$ cat src/rtl/iter_multiplier.sv
// Sequential shift-add multiplier: one multiplier bit per enabled clock, WIDTH steps per product.
// Signed mode weights the multiplier MSB negatively, so the last step subtracts instead of adds.
module iter_multiplier #(
  parameter int WIDTH = 8
) (
  input  logic                 clk,
  input  logic                 rst_n,
  input  logic                 ena,
  input  logic                 in_valid,
  output logic                 in_ready,
  input  logic [WIDTH-1:0]     a,
  input  logic [WIDTH-1:0]     b,
  input  logic                 signed_mode,
  output logic                 out_valid,
  input  logic                 out_ready,
  output logic [2*WIDTH-1:0]   product,
  output logic                 busy
);

  localparam int PW = 2 * WIDTH;
  localparam int CW = $clog2(WIDTH);
  localparam logic [CW-1:0] LAST_STEP = CW'(WIDTH - 1);

  typedef enum logic [1:0] {
    S_IDLE = 2'd0,
    S_CALC = 2'd1,
    S_DONE = 2'd2
  } state_t;

  state_t          r_state;
  logic [PW-1:0]   r_acc;
  logic [PW-1:0]   r_mcand;
  logic [WIDTH-1:0] r_mplier;
  logic            r_signed;
  logic [CW-1:0]   r_cnt;
  logic            r_in_ready;
  logic            r_out_valid;
  logic            r_busy;
  logic [PW-1:0]   r_product;

  logic [PW-1:0]   w_a_ext;
  logic [PW-1:0]   w_acc_next;
  logic            w_last;

  // Operand extension and the accumulator update for the current multiplier bit
  always_comb begin
    w_a_ext    = {PW{1'b0}};
    w_acc_next = r_acc;
    w_last     = (r_cnt == LAST_STEP);
    if (signed_mode) begin
      w_a_ext = {{WIDTH{a[WIDTH-1]}}, a};
    end else begin
      w_a_ext = {{WIDTH{1'b0}}, a};
    end
    if (r_mplier[0]) begin
      if (r_signed && w_last) begin
        w_acc_next = r_acc - r_mcand;
      end else begin
        w_acc_next = r_acc + r_mcand;
      end
    end else begin
      w_acc_next = r_acc;
    end
  end

  // Control FSM and datapath registers; everything holds while ena is low
  always_ff @(posedge clk or negedge rst_n) begin
    if (!rst_n) begin
      r_state     <= S_IDLE;
      r_acc       <= {PW{1'b0}};
      r_mcand     <= {PW{1'b0}};
      r_mplier    <= {WIDTH{1'b0}};
      r_signed    <= 1'b0;
      r_cnt       <= {CW{1'b0}};
      r_in_ready  <= 1'b1;
      r_out_valid <= 1'b0;
      r_busy      <= 1'b0;
      r_product   <= {PW{1'b0}};
    end else if (ena) begin
      case (r_state)
        S_IDLE: begin
          if (in_valid) begin
            r_state    <= S_CALC;
            r_acc      <= {PW{1'b0}};
            r_mcand    <= w_a_ext;
            r_mplier   <= b;
            r_signed   <= signed_mode;
            r_cnt      <= {CW{1'b0}};
            r_in_ready <= 1'b0;
            r_busy     <= 1'b1;
          end
        end
        S_CALC: begin
          r_acc    <= w_acc_next;
          r_mcand  <= r_mcand << 1;
          r_mplier <= r_mplier >> 1;
          r_cnt    <= r_cnt + CW'(1);
          if (w_last) begin
            r_state     <= S_DONE;
            r_out_valid <= 1'b1;
            r_product   <= w_acc_next;
          end
        end
        S_DONE: begin
          if (out_ready) begin
            r_state     <= S_IDLE;
            r_out_valid <= 1'b0;
            r_product   <= {PW{1'b0}};
            r_in_ready  <= 1'b1;
            r_busy      <= 1'b0;
          end
        end
        default: begin
          r_state     <= S_IDLE;
          r_out_valid <= 1'b0;
          r_product   <= {PW{1'b0}};
          r_in_ready  <= 1'b1;
          r_busy      <= 1'b0;
        end
      endcase
    end
  end

  assign in_ready  = r_in_ready;
  assign out_valid = r_out_valid;
  assign product   = r_product;
  assign busy      = r_busy;

endmodule
$ cat config.mk
export PLATFORM = sky130hd
export DESIGN_NAME = iter_multiplier
export DESIGN_NICKNAME = d
export VERILOG_FILES = /design/src/rtl/iter_multiplier.sv
export SDC_FILE = /design/constraint.sdc
export NUM_CORES = 1
export LEC_CHECK = 0
export CORE_MARGIN = 3
export CORE_UTILIZATION = 57
export DETAILED_ROUTE_END_ITERATION = 10
export GPL_ROUTABILITY_DRIVEN = 0
export GPL_TIMING_DRIVEN = 0
export PLACE_DENSITY = 0.8
export SETUP_SLACK_MARGIN = 0.5
export SLEW_MARGIN = 40
export SYNTH_ARGS = -nofsm -noshare
export SYNTH_HDL_FRONTEND = slang
export SYNTH_SLANG_ARGS = --single-unit
$ cat constraint.sdc
create_clock -name clk -period 4 [get_ports clk]
set_clock_uncertainty 0.15 [all_clocks]
set_input_delay 0.6 -clock clk [delete_from_list [all_inputs] [get_ports clk]]
set_output_delay 0.6 -clock clk [all_outputs]
set_load 0.02 [all_outputs]
# == After elaboration in Yosys (flattened, before gate mapping) ==
# Cells that the tools add are included.
# totals
ff_bits,65
# classes
add_sub_neg,3
n_bitwise,2
reduce_logical,8
n_mux,26
n_eq_ne,6
# ops
operator,count
$mux W16,7
$pmux W16 S2,2
$pmux W16 S3,1
$add A16 B16 Y16,1
$pmux W8 S2,1
$sub A16 B16 Y16,1
$reduce_and A4 Y1,3
$pmux W1 S3,3
$mux W8,1
$mux W2,3
$ne A2 B2 Y1 const B,3
$pmux W2 S3,1
$pmux W3 S2,1
$reduce_and A3 Y1,2
$mux W1,5
$add A3 B1 Y3 const B,1
$eq A3 B3 Y1 const B,1
$mux W3,1
$eq A2 B1 Y1 const B,1
$eq A2 B2 Y1 const B,1
$logic_not A2 Y1,1
$not A1 Y1,2
$reduce_bool A2 Y1,1
$logic_and A1 B1 Y1,1

# == Longest topological paths before layout ==
# depth
ltp_word,6
mapped_depth,15

# == Least setup slack after synthesis ==
# OpenSTA, ideal clock, no wires.
# synth_timing
path_kind,flip-flop to flip-flop
from,register r_cnt[0]
to,register r_acc[13]
setup_slack_ps,608
path_buffers,2
setup_ps,141
arrival_time_ps,3100
path_stages_with_launch,16
path_cell_list,dfrtp_1 ha_1 ha_1 and2_1 clkbuf_1 clkbuf_1 nor2_1 xnor2_1 ha_1 and3_1 a21bo_1 a31oi_1 a21boi_0 and3_1 o211ai_1 a31oi_1
# synth_between
elab_chain_cells,5
# synth_lines
item,line,source
from (decl),35,logic [CW-1:0] r_cnt;
from (signal assigned),74,r_cnt <= {CW{1'b0}};
from (signal assigned),88,r_cnt <= {CW{1'b0}};
from (signal assigned),97,r_cnt <= r_cnt + CW'(1);
$eq A3 B3 Y1,49,w_last = (r_cnt == LAST_STEP);
$logic_and A1 B1 Y1,56,if (r_signed && w_last) begin
$mux W16,56,
$mux W16,55,if (r_mplier[0]) begin
$pmux W16 S2,80,case (r_state)
to (signal assigned),70,r_acc <= {PW{1'b0}};
to (signal assigned),84,r_acc <= {PW{1'b0}};
to (signal assigned),94,r_acc <= w_acc_next;
to (decl),31,logic [PW-1:0] r_acc;
# Every way passes these cells.
# A chain may end at the register's enable or synchronous reset.

# == Final worst setup path ==
# layout_timing
from,register r_cnt[0]
to,"register r_product[11], in the netlist product[11]"
# layout_between
elab_chain_cells,6
elab_cells_between_ends,8
# layout_lines
item,line,source
$eq A3 B3 Y1 *,49,
$logic_and A1 B1 Y1,56,
$mux W16,56,
$mux W16,55,
$mux W16,98,if (w_last) begin
$pmux W16 S3,80,
to (signal assigned),78,r_product <= {PW{1'b0}};
to (signal assigned),101,r_product <= w_acc_next;
to (signal assigned),108,r_product <= {PW{1'b0}};
to (decl),39,logic [PW-1:0] r_product;
# Mark *: on every way between the ends. The rest lies on a longest branch, timed or not. The select of a mux whose other input is x is not followed.

==> reports/qor.yml <==
cts-hold-fix-buffers: 0
p_leak_nw: 2.149
yosysSeqAreaShare_pct: 42.05
dieWidth_um: 88.41
fmax_ghz: 0.2901
final_area_sq_um: 4800
critPathMaxFanout: 10
grtUsageTotal_pct: 27.63
worst_pin_slew_ns: 0.6727
dr.first_iter.drc_count: 281
cp-end-kind: "flop"
avgRoutedWirePerCell_um: 17.45
yosys_warnings: 0
synth-edff-count: 0
period_needed_ns: 3.447
final_layout_size_suffix_gt1_share_pct: 10.72
slew_headroom_pct: 54.94
grt_remaining_overflow: 0
grt_antenna_before_repair: 0
finalSetupViolations: 0
die-area_sq_um: 7816
syn_area_sq_um: 3871
start_kind: "flop"
fin_nets: 550
slew_violations: 0
htreeDepth: 3
die_h_um: 88.41
ant_nets: 0
portBuffers: 39
fill_cells: 477
clock_path_buffers: 2
reg2reg_slack_ns: 0.55
fin_crit_sh_pct: 86.18
place_area_sq_um: 4375
viasPerCell: 6.122
critPathArrivalTime_ns: 3.53
dp.cells: 567
clk-insertion-delay-late_ns: 0.35
cts-root-buf: "clkbuf_8"
ir_drop_mv: 0.3973
power_density_nw_per_um2: 1000
crit_type: "flop to flop"
r2r-end: "product[11]"
core_sq_um: 6459
cts_tree: "yes"
hold_viol: 0
synth_cells: 450
hold_path.class: "input pin to asynchronous set/reset pin"
dpl.hpwl_um: 7266
multiInputGateArea_sq_um: 2228
syn_avg_cell_area_sq_um: 8.603
drt_wl_total_um: 10290
grt_first_pass_wirelength_um: 16340
syn_to_final_growth_pct: 23.98
ios: 41
yosysUniqueCellTypes: 51
register_area_sq_um: 1628
drcViolationCount: 0
diodes: 0
final_cells: 590
finalPower_w: 0.004802
dr.pass1.iters: 6
numCtsBuffers: 9
synthArstFlopShare_pct: 100.0
rsz0062_at_grt: "yes"
grt_pass1_vias: 3378
synth-main-ff-cell: "dfrtp_1"
grt_start_max_net_pins: 40
mappedNetlistNets: 491
synth-seq-cells: 65
start_util_pct: 59.94
vias: 3612
clkSlewWorstSetupHoldPaths_ns: 0.07
cts.sinks: 65
rows: 29
status: "finished clean"
drv_cap: 0
r2r_cells: 15
critPathRequiredTime_ns: 4.08
r2r-start: "r_cnt[0]"
## worst max path at each step
stage / from / to
floorplan: r_cnt[0] / r_acc[13]
global placement: r_cnt[0] / product[11]
detailed placement: r_cnt[0] / product[11]
CTS: r_mcand[2] / r_acc[15]
global route: r_cnt[0] / product[11]
finish: r_cnt[0] / product[11]
## synthesized netlist by cell type (2+ instances only)
library cell,count,area share (%)
dfrtp_1,64,41
o21a_1,5,0.97
a22o_1,3,0.68
nand3b_1,3,0.58
and2_1,5,0.81
a22oi_1,2,0.39
o31ai_1,8,1.6
inv_1,14,1.4
a21boi_0,2,0.39
nand3_1,8,1.0
a21o_1,9,1.7
xor2_1,2,0.45
buf_1,2,0.19
nor4b_1,2,0.45
mux2i_1,4,1.0
a31oi_1,23,3.7
o21ai_0,24,3.1
nor2b_1,6,0.97
nor2_1,43,4.2
clkbuf_1,20,1.9
a32o_1,2,0.52
nand4_1,2,0.32
nand2b_1,3,0.48
xnor2_1,21,4.8
nand2_1,87,8.4
o211ai_1,3,0.58
a32oi_1,2,0.45
and3_1,3,0.48
nor3_1,9,1.2
o22ai_1,2,0.32
a211oi_1,2,0.39
mux2_2,3,0.87
ha_1,18,5.8
a21oi_1,27,3.5
## where the power goes
| part | internal, W | total (W) | switching, W |
|---|---|---|---|
| Combinational | 0.00130 | 0.00292 | 0.00162 |
| Clock | 0.000399 | 0.000650 | 0.000250 |
| Sequential | 0.000949 | 0.00123 | 0.000281 |
| Total | 0.00265 | 0.00480 | 0.00216 |
## state kept, by name (all words and copies together), names as in the netlist, 2 cells and up
register,cells
r_state,2
r_mcand,16
r_acc,16
product,16
r_mplier,8
r_cnt,3
## critical path: stages, from the launching register on
cell and delay (ns):
dfrtp_1 0.39, ha_2 0.20, ha_4 0.18, and2_1 0.16
buf_4 0.16, buf_8 0.15, nor2_2 0.14, xnor2_2 0.08
ha_1 0.31, and3_1 0.19, a21bo_4 0.25, a31oi_4 0.20
a21boi_1 0.14, xnor2_1 0.18, mux2i_1 0.34, o21ai_1 0.09
## final cells by class
type | instances | share of cell area [%]
multi-input cells | 349 | 46.43
flip-flops and latches | 65 | 33.92
repair buffers | 48 | 9.750
clock buffers | 13 | 3.519
plain buffers | 22 | 2.033
well taps | 77 | 2.007
clock inverters | 2 | 1.251
inverters | 14 | 1.095
## cells by family after synthesis
logic type	synth area share (%)
adder cells (fa/ha/maj)	6.335
multiplexers	1.907
AO/OA/AOI/OAI	20.39
buffers and inverters	3.491
flip-flops	42.05
AND/OR/NAND/NOR	20.62
XOR/XNOR	5.204
## metrics by stage
step,setup WS [ns],hold WS (ns),utilization (%),TNS [ns]
floorplan,0.6084,0.1544,-,0
global placement,-0.04414,0.3068,67.47,-0.06290
detailed placement,-0.08679,0.3145,67.75,-0.1614
CTS,0.5062,0.01168,72.82,0
global route,0.4411,0.02909,74.31,0
finish,0.5528,0.01121,74.31,0
## layer usage
layer / part of all wire [%] / global-route usage [%] / vias to the layer above
li1: - / - / 1696
met4: 3.4 / 13.46 / 0
met1: 42 / 36.34 / 1729
met5: 0 / 0 / -
met3: 6.5 / 3.724 / 28
met2: 48 / 45.07 / 159
## placed cells by master, fill, tap and decap left out, types with 4 or more instances in the layout
master and instances:
nor2_1 39, clkbuf_1 19, a21o_1 9, a21oi_2 4, nor2b_1 5, nor3_1 8
dfrtp_1 64, xnor2_1 18, ha_1 16, nand3_1 8, nand2_1 87, o21ai_0 21
a21oi_1 23, o31ai_1 8, and2_1 5, clkbuf_8 12, a31oi_1 22, o21a_1 5
clkdlybuf4s50_1 38, mux2i_1 4, buf_4 10, inv_1 14
## what timing repair did
action,in CTS,in global routing
buffers inserted,4,4
gates resized for setup,17,19
pin swaps,5,13
endpoints found under the setup margin,20,13
(Power assumes the default switching activity.)
